===== src/rtl/lsu_wb_if.sv =====
// lsu_wb_if: groups the execute-side handshake, the data-memory read port and
// the register-file write port of the write-back unit.
// Optional feature macro: LSU_MISALIGN_TRAP_EN adds the misalign output.
interface lsu_wb_if #(
    parameter int XLEN = 64
);
    // Execute -> write-back
    logic            in_valid;
    logic            in_ready;
    logic [4:0]      in_rd;
    logic            in_wen;
    logic            in_is_load;
    logic [2:0]      in_funct3;
    logic [XLEN-1:0] in_data;

    // Data-memory read port
    logic            mem_req_valid;
    logic            mem_req_ready;
    logic [XLEN-1:0] mem_req_addr;
    logic            mem_rsp_valid;
    logic [XLEN-1:0] mem_rsp_data;

    // Register-file write port and status
    logic [4:0]      w_addr;
    logic [XLEN-1:0] w_data;
    logic            w_ena;
    logic            busy;
    logic [4:0]      busy_rd;
`ifdef LSU_MISALIGN_TRAP_EN
    logic            misalign;
`endif

    // Write-back unit side
    modport slave (
`ifdef LSU_MISALIGN_TRAP_EN
        output misalign,
`endif
        input  in_valid, in_rd, in_wen, in_is_load, in_funct3, in_data,
        input  mem_req_ready, mem_rsp_valid, mem_rsp_data,
        output in_ready, mem_req_valid, mem_req_addr,
        output w_addr, w_data, w_ena, busy, busy_rd
    );

    // Environment side (execute stage, memory, register file)
    modport master (
`ifdef LSU_MISALIGN_TRAP_EN
        input  misalign,
`endif
        output in_valid, in_rd, in_wen, in_is_load, in_funct3, in_data,
        output mem_req_ready, mem_rsp_valid, mem_rsp_data,
        input  in_ready, mem_req_valid, mem_req_addr,
        input  w_addr, w_data, w_ena, busy, busy_rd
    );
endinterface


===== src/rtl/lsu_wb.sv =====
// lsu_wb: RV64I write-back unit. ALU results are written one cycle after
// accept; loads issue one aligned doubleword read, then the returned data is
// lane-selected, sign/zero-extended and written to the register file.
// Optional feature macro: LSU_MISALIGN_TRAP_EN -- misaligned loads raise a
// one-cycle misalign pulse instead of being aligned down.
module lsu_wb #(
    parameter int XLEN = 64
) (
    input  logic     clk,
    input  logic     rst,
    lsu_wb_if.slave  bus
);

    typedef enum logic [1:0] {
        IDLE = 2'd0,
        REQ  = 2'd1,
        WAIT = 2'd2
    } state_t;

    state_t          state_q;
    logic [4:0]      lat_rd_q;
    logic [2:0]      lat_f3_q;
    logic [2:0]      lat_off_q;
    logic            lat_wen_q;
    logic            req_valid_q;
    logic [XLEN-1:0] req_addr_q;
    logic            w_ena_q;
    logic [4:0]      w_addr_q;
    logic [XLEN-1:0] w_data_q;

    logic            accept_d;
    logic            alu_wb_d;
    logic            start_req_d;
    logic [XLEN-1:0] rsp_lane_d;

    // Select the addressed lane of the returned doubleword and extend it.
    // Offset bits below the access size are ignored, so the lane is aligned down.
    function automatic logic [XLEN-1:0] extract_lane(input logic [XLEN-1:0] data,
                                                     input logic [2:0]      f3,
                                                     input logic [2:0]      off);
        logic [7:0]      b;
        logic [15:0]     h;
        logic [31:0]     w;
        logic [XLEN-1:0] r;
        b = data[{off, 3'b000} +: 8];
        h = data[{off[2:1], 4'b0000} +: 16];
        w = data[{off[2], 5'b00000} +: 32];
        case (f3)
            3'b000:  r = {{(XLEN-8){b[7]}}, b};
            3'b100:  r = {{(XLEN-8){1'b0}}, b};
            3'b001:  r = {{(XLEN-16){h[15]}}, h};
            3'b101:  r = {{(XLEN-16){1'b0}}, h};
            3'b010:  r = {{(XLEN-32){w[31]}}, w};
            3'b110:  r = {{(XLEN-32){1'b0}}, w};
            default: r = data;
        endcase
        return r;
    endfunction

`ifdef LSU_MISALIGN_TRAP_EN
    logic misalign_q;
    logic trap_d;

    // Offset not a multiple of the access size (funct3[1:0] encodes log2 size).
    function automatic logic is_misaligned(input logic [2:0] f3, input logic [2:0] off);
        logic m;
        case (f3[1:0])
            2'b01:   m = off[0];
            2'b10:   m = |off[1:0];
            2'b11:   m = |off;
            default: m = 1'b0;
        endcase
        return m;
    endfunction

    assign trap_d      = accept_d && bus.in_is_load && is_misaligned(bus.in_funct3, bus.in_data[2:0]);
    assign start_req_d = accept_d && bus.in_is_load && !trap_d;
    assign bus.misalign = misalign_q;
`else
    assign start_req_d = accept_d && bus.in_is_load;
`endif

    assign accept_d   = bus.in_valid && bus.in_ready;
    assign alu_wb_d   = accept_d && !bus.in_is_load;
    assign rsp_lane_d = extract_lane(bus.mem_rsp_data, lat_f3_q, lat_off_q);

    // in_ready is forced low while reset is held and only high in IDLE.
    assign bus.in_ready      = rst && (state_q == IDLE);
    assign bus.mem_req_valid = req_valid_q;
    assign bus.mem_req_addr  = req_addr_q;
    assign bus.w_ena         = w_ena_q;
    assign bus.w_addr        = w_addr_q;
    assign bus.w_data        = w_data_q;
    assign bus.busy          = (state_q != IDLE);
    assign bus.busy_rd       = (state_q != IDLE) ? lat_rd_q : 5'd0;

    // Control FSM with registered request and write-port outputs.
    always_ff @(posedge clk or negedge rst) begin
        if (!rst) begin
            state_q     <= IDLE;
            lat_rd_q    <= 5'd0;
            lat_f3_q    <= 3'd0;
            lat_off_q   <= 3'd0;
            lat_wen_q   <= 1'b0;
            req_valid_q <= 1'b0;
            req_addr_q  <= '0;
            w_ena_q     <= 1'b0;
            w_addr_q    <= 5'd0;
            w_data_q    <= '0;
`ifdef LSU_MISALIGN_TRAP_EN
            misalign_q  <= 1'b0;
`endif
        end else begin
            w_ena_q <= 1'b0;
`ifdef LSU_MISALIGN_TRAP_EN
            misalign_q <= 1'b0;
`endif
            case (state_q)
                IDLE: begin
                    if (accept_d) begin
                        lat_rd_q  <= bus.in_rd;
                        lat_f3_q  <= bus.in_funct3;
                        lat_off_q <= bus.in_data[2:0];
                        lat_wen_q <= bus.in_wen;
                    end
                    if (alu_wb_d) begin
                        w_ena_q  <= bus.in_wen && (bus.in_rd != 5'd0);
                        w_addr_q <= bus.in_rd;
                        w_data_q <= bus.in_data;
                    end
                    if (start_req_d) begin
                        state_q     <= REQ;
                        req_valid_q <= 1'b1;
                        req_addr_q  <= {bus.in_data[XLEN-1:3], 3'b000};
                    end
`ifdef LSU_MISALIGN_TRAP_EN
                    if (trap_d) begin
                        misalign_q <= 1'b1;
                    end
`endif
                end
                REQ: begin
                    if (bus.mem_req_ready) begin
                        state_q     <= WAIT;
                        req_valid_q <= 1'b0;
                    end
                end
                WAIT: begin
                    if (bus.mem_rsp_valid) begin
                        state_q  <= IDLE;
                        w_ena_q  <= lat_wen_q && (lat_rd_q != 5'd0);
                        w_addr_q <= lat_rd_q;
                        w_data_q <= rsp_lane_d;
                    end
                end
                default: begin
                    state_q     <= IDLE;
                    req_valid_q <= 1'b0;
                end
            endcase
        end
    end

endmodule


===== src/flat_wrapper.sv =====
// flat-port wrapper written by rule: the top's interface ports become plain ports
module lsu_wb_flat 
#(
    parameter int XLEN = 64
)
  (clk, rst, bus_in_valid, bus_in_rd, bus_in_wen, bus_in_is_load, bus_in_funct3, bus_in_data, bus_mem_req_ready, bus_mem_rsp_valid, bus_mem_rsp_data, bus_in_ready, bus_mem_req_valid, bus_mem_req_addr, bus_w_addr, bus_w_data, bus_w_ena, bus_busy, bus_busy_rd);
  lsu_wb_if #(.XLEN(XLEN)) bus_i ();
  input  logic clk;
  input  logic rst;
  input wire logic [$bits(bus_i.in_valid)-1:0] bus_in_valid;
  input wire logic [$bits(bus_i.in_rd)-1:0] bus_in_rd;
  input wire logic [$bits(bus_i.in_wen)-1:0] bus_in_wen;
  input wire logic [$bits(bus_i.in_is_load)-1:0] bus_in_is_load;
  input wire logic [$bits(bus_i.in_funct3)-1:0] bus_in_funct3;
  input wire logic [$bits(bus_i.in_data)-1:0] bus_in_data;
  input wire logic [$bits(bus_i.mem_req_ready)-1:0] bus_mem_req_ready;
  input wire logic [$bits(bus_i.mem_rsp_valid)-1:0] bus_mem_rsp_valid;
  input wire logic [$bits(bus_i.mem_rsp_data)-1:0] bus_mem_rsp_data;
  output wire logic [$bits(bus_i.in_ready)-1:0] bus_in_ready;
  output wire logic [$bits(bus_i.mem_req_valid)-1:0] bus_mem_req_valid;
  output wire logic [$bits(bus_i.mem_req_addr)-1:0] bus_mem_req_addr;
  output wire logic [$bits(bus_i.w_addr)-1:0] bus_w_addr;
  output wire logic [$bits(bus_i.w_data)-1:0] bus_w_data;
  output wire logic [$bits(bus_i.w_ena)-1:0] bus_w_ena;
  output wire logic [$bits(bus_i.busy)-1:0] bus_busy;
  output wire logic [$bits(bus_i.busy_rd)-1:0] bus_busy_rd;
  assign bus_i.in_valid = bus_in_valid;
  assign bus_i.in_rd = bus_in_rd;
  assign bus_i.in_wen = bus_in_wen;
  assign bus_i.in_is_load = bus_in_is_load;
  assign bus_i.in_funct3 = bus_in_funct3;
  assign bus_i.in_data = bus_in_data;
  assign bus_i.mem_req_ready = bus_mem_req_ready;
  assign bus_i.mem_rsp_valid = bus_mem_rsp_valid;
  assign bus_i.mem_rsp_data = bus_mem_rsp_data;
  assign bus_in_ready = bus_i.in_ready;
  assign bus_mem_req_valid = bus_i.mem_req_valid;
  assign bus_mem_req_addr = bus_i.mem_req_addr;
  assign bus_w_addr = bus_i.w_addr;
  assign bus_w_data = bus_i.w_data;
  assign bus_w_ena = bus_i.w_ena;
  assign bus_busy = bus_i.busy;
  assign bus_busy_rd = bus_i.busy_rd;
  lsu_wb #(.XLEN(XLEN)) u_core (.clk(clk), .rst(rst), .bus(bus_i));
endmodule

===== config.mk =====
export PLATFORM = sky130hd
export DESIGN_NAME = lsu_wb_flat
export DESIGN_NICKNAME = d
export VERILOG_FILES = /design/src/rtl/lsu_wb_if.sv /design/src/rtl/lsu_wb.sv /design/src/flat_wrapper.sv
export SDC_FILE = /design/constraint.sdc
export NUM_CORES = 1
export LEC_CHECK = 0
export BUFFER_PORTS_ARGS = -buffer_cell sky130_fd_sc_hd__buf_2
export CAP_MARGIN = 20
export CORE_AREA = 3 3 172 141
export CTS_CLUSTER_DIAMETER = 30
export DETAILED_ROUTE_END_ITERATION = 8
export DIE_AREA = 0 0 175 144
export GPL_TIMING_DRIVEN = 0
export PLACE_DENSITY_LB_ADDON = 0.12
export SLEW_MARGIN = 25
export SYNTH_ARGS = -nofsm -noshare
export SYNTH_HDL_FRONTEND = slang
export SYNTH_SLANG_ARGS = --single-unit

===== constraint.sdc =====
create_clock -name clk -period 2.3 [get_ports clk]
set_clock_uncertainty 0.2 [all_clocks]
set_input_delay 0.345 -clock clk [delete_from_list [all_inputs] [get_ports clk]]
set_output_delay 0.345 -clock clk [all_outputs]
set_load 0.01 [all_outputs]

==> results of run 1 <==
cell usage after synthesis (all sizes together) (2+ instances only):
cell type	number	area, µm²
nand2	105	396.6
a211o	2	17.52
a31oi	6	37.54
mux2i	22	220.2
a21o	2	15.01
or2	2	12.52
a21oi	17	85.08
nor3	32	160.2
a211oi	33	397.9
a22oi	4	30.03
mux4	9	202.7
nand2b	9	56.30
o22ai	11	68.82
or4	2	15.01
dfrtp	146	3654
o211ai	7	52.55
nor2b	6	37.54
o21ai	76	380.4
and2	3	18.77
clkbuf	32	121.4
buf	38	259.0
nand4	8	50.05
nor2	56	212.7
nand3	10	50.05
a221oi	2	17.52
o2111ai	16	140.1
inv	3	11.26
nor3b	2	15.01
mux2	89	1002
and2b	3	22.52
registers in the layout (all words and copies together), names as in the netlist:
signal and count:
u_core.bus.mem_req_valid 1, u_core.bus.w_data 64, u_core.lat_f3_q 3, u_core.lat_off_q 3, u_core.lat_rd_q 5, u_core.bus.w_addr 5, u_core.bus.mem_req_addr 61, u_core.bus.w_ena 1
u_core.state_q 2, u_core.lat_wen_q 1
path summary, 6_finish.rpt:
kind / slack (ns) / end / cells past startpoint
worst max-delay path: 0.07 / u_core.bus.w_data[43]$_DFFE_PN0P_ / 7
worst min-delay path: -0.41 / u_core.bus.mem_req_addr[52]$_DFFE_PN0P_ / 1
worst max register to register: 0.07 / u_core.bus.w_data[43]$_DFFE_PN0P_ / 7
worst min register to register: 0.29 / u_core.bus.mem_req_valid$_DFFE_PN0P_ / 2
max in group asynchronous: 0.78 / u_core.bus.w_data[4]$_DFFE_PN0P_ / 3
min in group clk: 0.01 / u_core.bus.w_data[41]$_DFFE_PN0P_ / 3
metal layers:
| metal | up-vias | global-route usage (%) | wire (µm) |
|---|---|---|---|
| met1 | 3855 | 35.61 | 14620 |
| met3 | 50 | 7.428 | 2956 |
| met5 | - | 0 | 28 |
| met4 | 6 | 8.015 | 745 |
| met2 | 340 | 38.55 | 14030 |
| li1 | 3567 | - | - |
layout by cell type, fill, tap and decap left out, types with 11 or more instances in the layout:
cell,n
o21ai_0,74
clkbuf_1,15
dfrtp_1,146
mux2i_1,22
nor2_1,54
nor3_1,32
clkbuf_16,17
clkbuf_2,16
o22ai_1,11
buf_2,293
o2111ai_1,16
a211oi_2,30
mux2_2,89
dlygate4sd3_1,78
nand2_1,104
a21oi_1,16
cell families after synthesis:
family / count (synthesis) / synth area share (%)
other: 1 / 0.04748
buffers and inverters: 74 / 5.005
DFF: 146 / 46.25
muxes: 120 / 18.04
AOI/OAI and AO/OA: 184 / 16.68
and+or+nand+nor: 244 / 13.97
report_power, final:
group | leakage [µW] | internal [µW] | switching, µW
logic | 0.00313 | 2000 | 2520
registers | 0.00170 | 3500 | 484
clock network | 0.000297 | 1790 | 1220
area by class of cell:
type | instances | area [µm²]
multi-input cells | 551 | 3934
inverters | 4 | 15.01
clock inverters | 12 | 170.2
plain buffers | 68 | 419.2
repair buffers | 363 | 2290
fillers | 2154 | 11110
well taps | 306 | 382.9
clock buffers | 20 | 456.7
flip-flops and latches | 146 | 3654
diodes | 4 | 10.01
metrics by stage:
stage	hold WS, ns	setup TNS, ns	setup WS [ns]	total power [µW]	cells
final	-0.4112	0	0.07433	11530	1474
after global routing	-0.3955	-0.1240	-0.03786	12220	1474
after CTS	-0.3917	0	0.006813	11520	1470
after detailed placement	0.1392	-92.20	-1.065	8337	1359
after global placement	0.2637	-635.08	-3.030	8304	1358
after floorplan	-0.1506	0	0.2924	6463	771
critical path: stages, from the launching register on:
cell,delay (ns)
dfrtp_1,0.33
buf_4,0.21
mux2i_1,0.33
o32a_1,0.28
o311ai_2,0.15
nor2_4,0.30
buf_6,0.23
a211oi_2,0.08
timing repair:
item                                   CTS  global route
setup endpoints to repair              143           118
endpoints found under the hold margin  187            68
gates cloned                             1             0
resized for setup                       14            42
setup buffers                            0             1
==> results.yml, run 1 <==
status:
  status: "finished with violations"
  violations: "hold timing"
routing:
  drtPass1Iterations: 5
  vias: 7818
  first_iter_violations: 533
  drc_errors: 0
  wirelength_mm: 32.38
  viasPerCell: 5.304
  routedWlPerCell_um: 21.97
  ant_nets: 0
yosys:
  avgSynthCellArea_um2: 10.27
  ys_ff_latch: 146
  synthArstFlopShare_pct: 100.0
  netlist_area_um2: 7899
  synth_cells: 769
  synth-seq-area-share_pct: 46.25
  yosysWarnings: 0
  synth_edf_count: 0
  ys_types: 55
  synth_flop_cell: "dfrtp_1"
critical_path:
  critPathCaptureType: "flop"
  start_kind: "flop"
  crit_path_start: "u_core.lat_off_q[1]$_DFFE_PN0P_"
  cp_max_fo: 10
  crit_type: "flop to flop"
  crit_required_ns: 2.41
  worstReg2RegStart: "u_core.lat_off_q[1]$_DFFE_PN0P_"
  cp.arrival_ns: 2.33
timing:
  slew_violations: 0
  relSlewSlack_pct: 58.26
  fmax_mhz: 449.3
  hold_violations: 68
  whs_ns: -0.4112
  min_period_over_period_pct: 96.77
  setup_violations: 0
  rsz0062_at_grt: "yes"
  worstMarginPinSlew_ns: 0.6240
  fin_crit_ns: 2.226
die:
  num_rows: 49
  fp.dieW_um: 175
  core_um2: 22440
  io-pin-count: 285
  start_util_pct: 35.20
  dieArea_um2: 25200
  die_y_um: 144
place:
  hpwlAfterDp_mm: 24.27
  placed_cell_area_um2: 9733
  port_buffers: 281
  gp_congestion: 0.9342
clock_network:
  ctsLongestPathBuffers: 2
  path_clk_slew_ns: 0.07
  cts_sinks: 146
  ctsHoldBuffers: 79
  cts_tree: "yes"
  root_buffer: "clkbuf_16"
  cts_inserted_buffers: 17
  h-tree-depth: 4
  clock_latency_ns: 0.43
layout:
  final_core_utilization_pct: 50.50
  stdcell_area_um2: 11330
  nNetsFinal: 1294
  layout-drive-gt1-share_pct: 43.90
  syn2layout_area_growth_pct: 43.45
power_and_ir_drop:
  vdd.ir_drop.worst_mv: 0.4445
  p_leak_uw: 0.005129
  powerDensity_nw_per_um2: 1017
grt:
  grt_pass1_wl_mm: 48.18
  track_usage_pct: 25.52
  antenna_found_initial: 7
  grt_max_degree: 71
  grt_overflow: 0
  first_global_vias: 7749
job:
  maxCapViolCount: 0
hold_path:
  hold_path_class: "input port to async pin"
Power figures use the tool's default switching activity.
==> run 2, diff against run 1 <==
- MAX_ROUTING_LAYER: default -> met4
- SETUP_SLACK_MARGIN: default -> 0.3
==> run 2 against run 1 <==
Critical path type unchanged. Clock power down 4%. Sequential share of layout area down 3.3 points. First-iteration DRC count up 20%. Setup slack better by 0.060 ns. Die area unchanged. Final cell count up 3.8%. Routed wire length up 6.5%. The run now ends clean.
==> results.yml, run 2 (synthesis results as in run 1) <==
status:
  status: "completed"
grt:
  grt_overflow: 0
  first_global_vias: 8107
  grt_pass1_wl_mm: 50.76
  antenna_found_initial: 5
  track_usage_pct: 27.79
  grt_max_degree: 42
critical_path:
  r2r_setup_slack_ns: 0.13
  worstPathBufferInverterCount: 2
  crit_type: "flop to flop"
  crit_required_ns: 2.40
  slowest_stage: "mux2_2"
  crit_family: "compound AO/OA/AOI/OAI gates"
  cp.arrival_ns: 2.27
  start_kind: "flop"
  critPathCaptureType: "flop"
  cp_max_fo: 9
  slowest_delay_ns: 0.36
  crit_path_cell_trace: "clkbuf_4 -> nand2b_1 -> clkbuf_2 -> mux2_2 -> a221o_1 -> a31oi_2 -> o21ai_1"
routing:
  drtPass1Iterations: 5
  vias: 8175
  dr.max_layer_used: "met4"
  wl_met1_mm: 15.55
  route.met2.wl_mm: 15.11
  ant_nets: 0
  viasPerCell: 5.343
  routedWlPerCell_um: 22.55
  wl_met3_mm: 3.020
  first_iter_violations: 642
  wirelength_mm: 34.50
  drc_errors: 0
power_and_ir_drop:
  power.switching_uw: 4451
  intPower_uw: 7697
  power_frac_comb_pct: 43.3
  total_power_uw: 12150
  switching_share_pct: 36.64
  p_seq_share_pct: 32.9
  vdd.ir_drop.worst_mv: 0.5541
  p_leak_uw: 0.005675
  clockPowerShare_pct: 23.8
  powerDensity_nw_per_um2: 961.9
clock_network:
  clock_latency_ns: 0.43
  cts_inserted_buffers: 17
  root_buffer: "clkbuf_16"
  ctsLongestPathBuffers: 2
  cts_sinks: 146
  cts_tree: "yes"
  h-tree-depth: 4
  path_clk_slew_ns: 0.06
timing:
  worstMarginPinSlew_ns: 0.7223
  relSlewSlack_pct: 51.69
  fin_crit_ns: 2.166
  slew_violations: 0
  fmax_mhz: 461.7
  whs_ns: 0.01354
  rsz0062_at_grt: "yes"
  setup_violations: 0
  min_period_over_period_pct: 94.16
  hold_violations: 0
hold_path:
  hold_path_class: "input port to flop"
place:
  port_buffers: 281
  gp_congestion: 0.9256
  hpwlAfterDp_mm: 24.43
layout:
  largest_register_ffs: 64
  nNetsFinal: 1350
  final_cell_mix: "286 x buf_2, 144 x dfrtp_1, 103 x nand2_1, 88 x mux2_2, 77 x dlygate4sd3_1"
  syn2layout_area_growth_pct: 59.89
  layout-drive-gt1-share_pct: 50.62
  final_common_cell: "buf_2"
die:
  start_util_pct: 35.20
  io-pin-count: 285
  fp.dieW_um: 175
  dieArea_um2: 25200
  num_rows: 49
  die_y_um: 144
  core_um2: 22440
job:
  maxCapViolCount: 0
-- run 2: changes by cell type in the layout (fill, tap and decap cells not counted), sizes merged --
cell         before  now
buf             315  375
bufbuf            1    2
clkbuf           57   52
clkinv            3    2
clkinvlp          3    5
diode             4    5
dlygate4sd3      78   77
inv               7    6
-- run 2: worst register-to-register path: cells and delay by family, from the launching register on --
| kind | cells | cell delay, ns |
|---|---|---|
| simple gates | 1 | 0.13 |
| flops | 1 | 0.32 |
| buf+inv | 2 | 0.43 |
| mux | 1 | 0.36 |
| compound gates | 3 | 0.62 |
-- run 2: path summary, 6_finish.rpt --
path	startpoint	to	cells past startpoint
setup / recovery	u_core.lat_f3_q[0]$_DFFE_PN0P_	u_core.bus.w_data[2]$_DFFE_PN0P_	7
hold / removal	bus_mem_rsp_data[48]	u_core.bus.w_data[48]$_DFFE_PN0P_	3
setup reg to reg	u_core.lat_f3_q[0]$_DFFE_PN0P_	u_core.bus.w_data[2]$_DFFE_PN0P_	7
hold reg to reg	u_core.bus.w_data[9]$_DFFE_PN0P_	u_core.bus.w_data[9]$_DFFE_PN0P_	2
max in group asynchronous	rst	u_core.bus.w_data[5]$_DFFE_PN0P_	5
min in group asynchronous	rst	u_core.bus.w_data[43]$_DFFE_PN0P_	5
-- run 2: per-layer routing --
| layer | global-route usage [%] | vias to the layer above |
|---|---|---|
| li1 | - | 3670 |
| met4 | 8.770 | 0 |
| met5 | - | - |
| met3 | 6.535 | 47 |
| met1 | 38.05 | 4074 |
| met2 | 41.04 | 384 |
-- run 2: area by class of cell --
cell class | instances | area [µm²]
fillers | 2028 | 9809
repair buffers | 417 | 3070
multi-input cells | 551 | 4248
clock inverters | 12 | 156.4
flip-flops and latches | 146 | 3656
inverters | 4 | 18.77
plain buffers | 70 | 651.9
well taps | 306 | 382.9
clock buffers | 19 | 432.9
diodes | 5 | 12.51
-- run 2: power by group through the flow --
stage | logic (µW) | clock network (µW) | registers [µW]
after CTS | 4930 | 2930 | 3990
after global routing | 5660 | 3050 | 4110
final | 5260 | 2890 | 3990
after global placement | 4320 | 0 | 3990
after detailed placement | 4330 | 0 | 4010
after floorplan | 2040 | 0 | 4430
-- run 2: metrics by stage --
step	instances	cell area (µm²)	worst slack, ns	TNS [ns]	util (%)
finish	1530	12630	0.1342	0	56.28
global route	1530	12630	0.07580	0	56.28
CTS	1507	12110	0.1528	0	53.98
detailed placement	1359	9737	-1.121	-96.40	43.39
global placement	1358	9699	-3.086	-629.99	43.23
floorplan	771	7910	0.3027	0	-
-- run 2: timing repair --
item / in CTS / in global routing
pin swaps: 9 / 15
setup buffers: 28 / 14
setup endpoints to repair: 153 / 94
resized for setup: 121 / 85
hold endpoints to repair: 201 / 0
cloned: 7 / 4
hold buffers: 82 / 0
==> run 3, diff against run 2 <==
- GPL_TIMING_DRIVEN: 0 -> default
==> run 3 against run 2 <==
Utilization decreased by 4.8 points. Maximum frequency up 2.8%. Non-clock buffer count down 75. Combinational power is 12% lower. Global-route usage fell by 2.4 points. Die area is the same. Final cell count is 5.2% lower. Sequential power is 2% higher. Total power is 2.1% lower. Largest cell class unchanged. Setup slack gained 0.060 ns. Highest routed layer unchanged.
==> results.yml, run 3 (synthesis results as in run 1) <==
status:
  status: "completed"
die:
  start_util_pct: 35.20
  dieArea_um2: 25200
  die_y_um: 144
  num_rows: 49
  core_um2: 22440
  fp.dieW_um: 175
  io-pin-count: 285
routing:
  ant_nets: 0
  first_iter_violations: 655
  drc_errors: 0
  routedWlPerCell_um: 21.57
  wirelength_mm: 31.30
  vias: 7609
  viasPerCell: 5.244
  drtPass1Iterations: 5
critical_path:
  crit_required_ns: 2.40
  crit_type: "flop to flop"
  worstPathBufferInverterCount: 1
  crit_family: "compound AO/OA/AOI/OAI gates"
  critPathCaptureType: "flop"
  rr_worst_depth: 5
  start_kind: "flop"
  crit_path_cell_trace: "buf_4 -> mux4_2 -> a221o_1 -> a31oi_2 -> o21ai_1"
  cp.arrival_ns: 2.21
  worstReg2RegEnd: "u_core.bus.w_data[2]$_DFFE_PN0P_"
  cp_max_fo: 8
  slowest_stage: "mux4_2"
  slowest_delay_ns: 0.51
  worstReg2RegStart: "u_core.lat_off_q[1]$_DFFE_PN0P_"
  r2r_setup_slack_ns: 0.19
grt:
  track_usage_pct: 25.34
  antenna_found_initial: 2
  grt_overflow: 0
  grt_max_degree: 47
  first_global_vias: 7858
  grt_pass1_wl_mm: 47.23
layout:
  n_fill_cell: 2176
  seq_area_um2: 3661
  syn2layout_area_growth_pct: 46.19
  final_cell_mix: "280 x buf_2, 140 x dfrtp_1, 104 x nand2_1, 89 x mux2_2, 74 x dlygate4sd3_1"
  largest_register_ffs: 64
  multi_input_area_um2: 4044
  nNetsFinal: 1276
  layout-drive-gt1-share_pct: 46.59
  final_common_cell: "buf_2"
place:
  pre_cts_slack_ns: 0.1311
  port_buffers: 281
  gp_congestion: 0.9443
  hpwlAfterDp_mm: 23.29
power_and_ir_drop:
  vdd.ir_drop.worst_mv: 0.5042
  p_leak_uw: 0.005184
  total_power_uw: 11900
  powerDensity_nw_per_um2: 1030
hold_path:
  min_path_cells: 2
  hold_path_class: "input port to flop"
  hold_start: "bus_in_is_load"
  min_to: "u_core.bus.w_ena$_DFF_PN0_"
timing:
  tns_ns: 0
  fin_crit_ns: 2.106
  worstMarginPinSlew_ns: 0.5611
  rsz0062_at_grt: "yes"
  setup_ws_ns: 0.1939
  slew_violations: 0
  relSlewSlack_pct: 62.59
  hold_violations: 0
  setup_violations: 0
  fmax_mhz: 474.8
  min_period_over_period_pct: 91.57
job:
  maxCapViolCount: 0
clock_network:
  path_clk_slew_ns: 0.06
  cts_inserted_buffers: 17
  clock_latency_ns: 0.42
  h-tree-depth: 4
  root_buffer: "clkbuf_16"
  cts_tree: "yes"
  ctsLongestPathBuffers: 2
  cts_sinks: 146
==> run 3: layout make-up <==
type,instances,share of cell area (%)
sequential,146,31.70
multi-input combinational,552,35.02
clock inverter,12,1.994
antenna,1,0.02167
clock buffer,18,3.803
tap,306,3.316
timing repair buffer,412,24.01
inverter,4,0.1300
==> run 3: metal layers <==
layer	routed length [µm]	track usage (%)
met1	14540	34.77
met2	14200	39.10
met3	2109	4.803
met4	454	6.253
met5	0	-
==> run 3: report_power, final <==
part           leakage, µW  switching [µW]  internal [µW]
Combinational      0.00317            2490           2150
Sequential         0.00169             549           3510
Clock             0.000319            1140           2060
==> run 3: worst max path at each step <==
| stage | from | to | slack (ns) | depth (start not counted) |
|---|---|---|---|---|
| floorplan | u_core.lat_off_q[1]$_DFFE_PN0P_ | u_core.bus.w_data[32]$_DFFE_PN0P_ | 0.30 | 7 |
| global placement | u_core.lat_f3_q[0]$_DFFE_PN0P_ | u_core.bus.w_data[2]$_DFFE_PN0P_ | 0.16 | 5 |
| detailed placement | u_core.lat_f3_q[0]$_DFFE_PN0P_ | u_core.bus.w_data[2]$_DFFE_PN0P_ | 0.13 | 5 |
| CTS | u_core.lat_off_q[1]$_DFFE_PN0P_ | u_core.bus.w_data[2]$_DFFE_PN0P_ | 0.22 | 5 |
| global route | u_core.lat_off_q[2]$_DFFE_PN0P_ | u_core.bus.w_data[59]$_DFFE_PN0P_ | 0.1 | 6 |
| finish | u_core.lat_off_q[1]$_DFFE_PN0P_ | u_core.bus.w_data[2]$_DFFE_PN0P_ | 0.19 | 5 |
==> run 3: repair_timing <==
item / CTS / global route
hold buffers: 76 / 0
gates resized for setup: 26 / 16
cloned: 2 / 1
endpoints found under the setup margin: 68 / 104
hold endpoints to repair: 192 / 0
pin swaps: 2 / 2
setup buffers: 8 / 1
==> run 3: through the flow <==
step / cell area (µm²) / hold slack (ns) / utilization [%] / instances
3_5_place_dp: 9791 / 0.2595 / 43.63 / 1332
4_1_cts: 11420 / 0.001560 / 50.89 / 1448
3_3_place_gp: 9791 / 0.2645 / 43.63 / 1332
5_1_grt: 11550 / 0.006417 / 51.46 / 1451
6_report: 11550 / 0.01539 / 51.46 / 1451
2_1_floorplan: 7910 / -0.1506 / - / 771
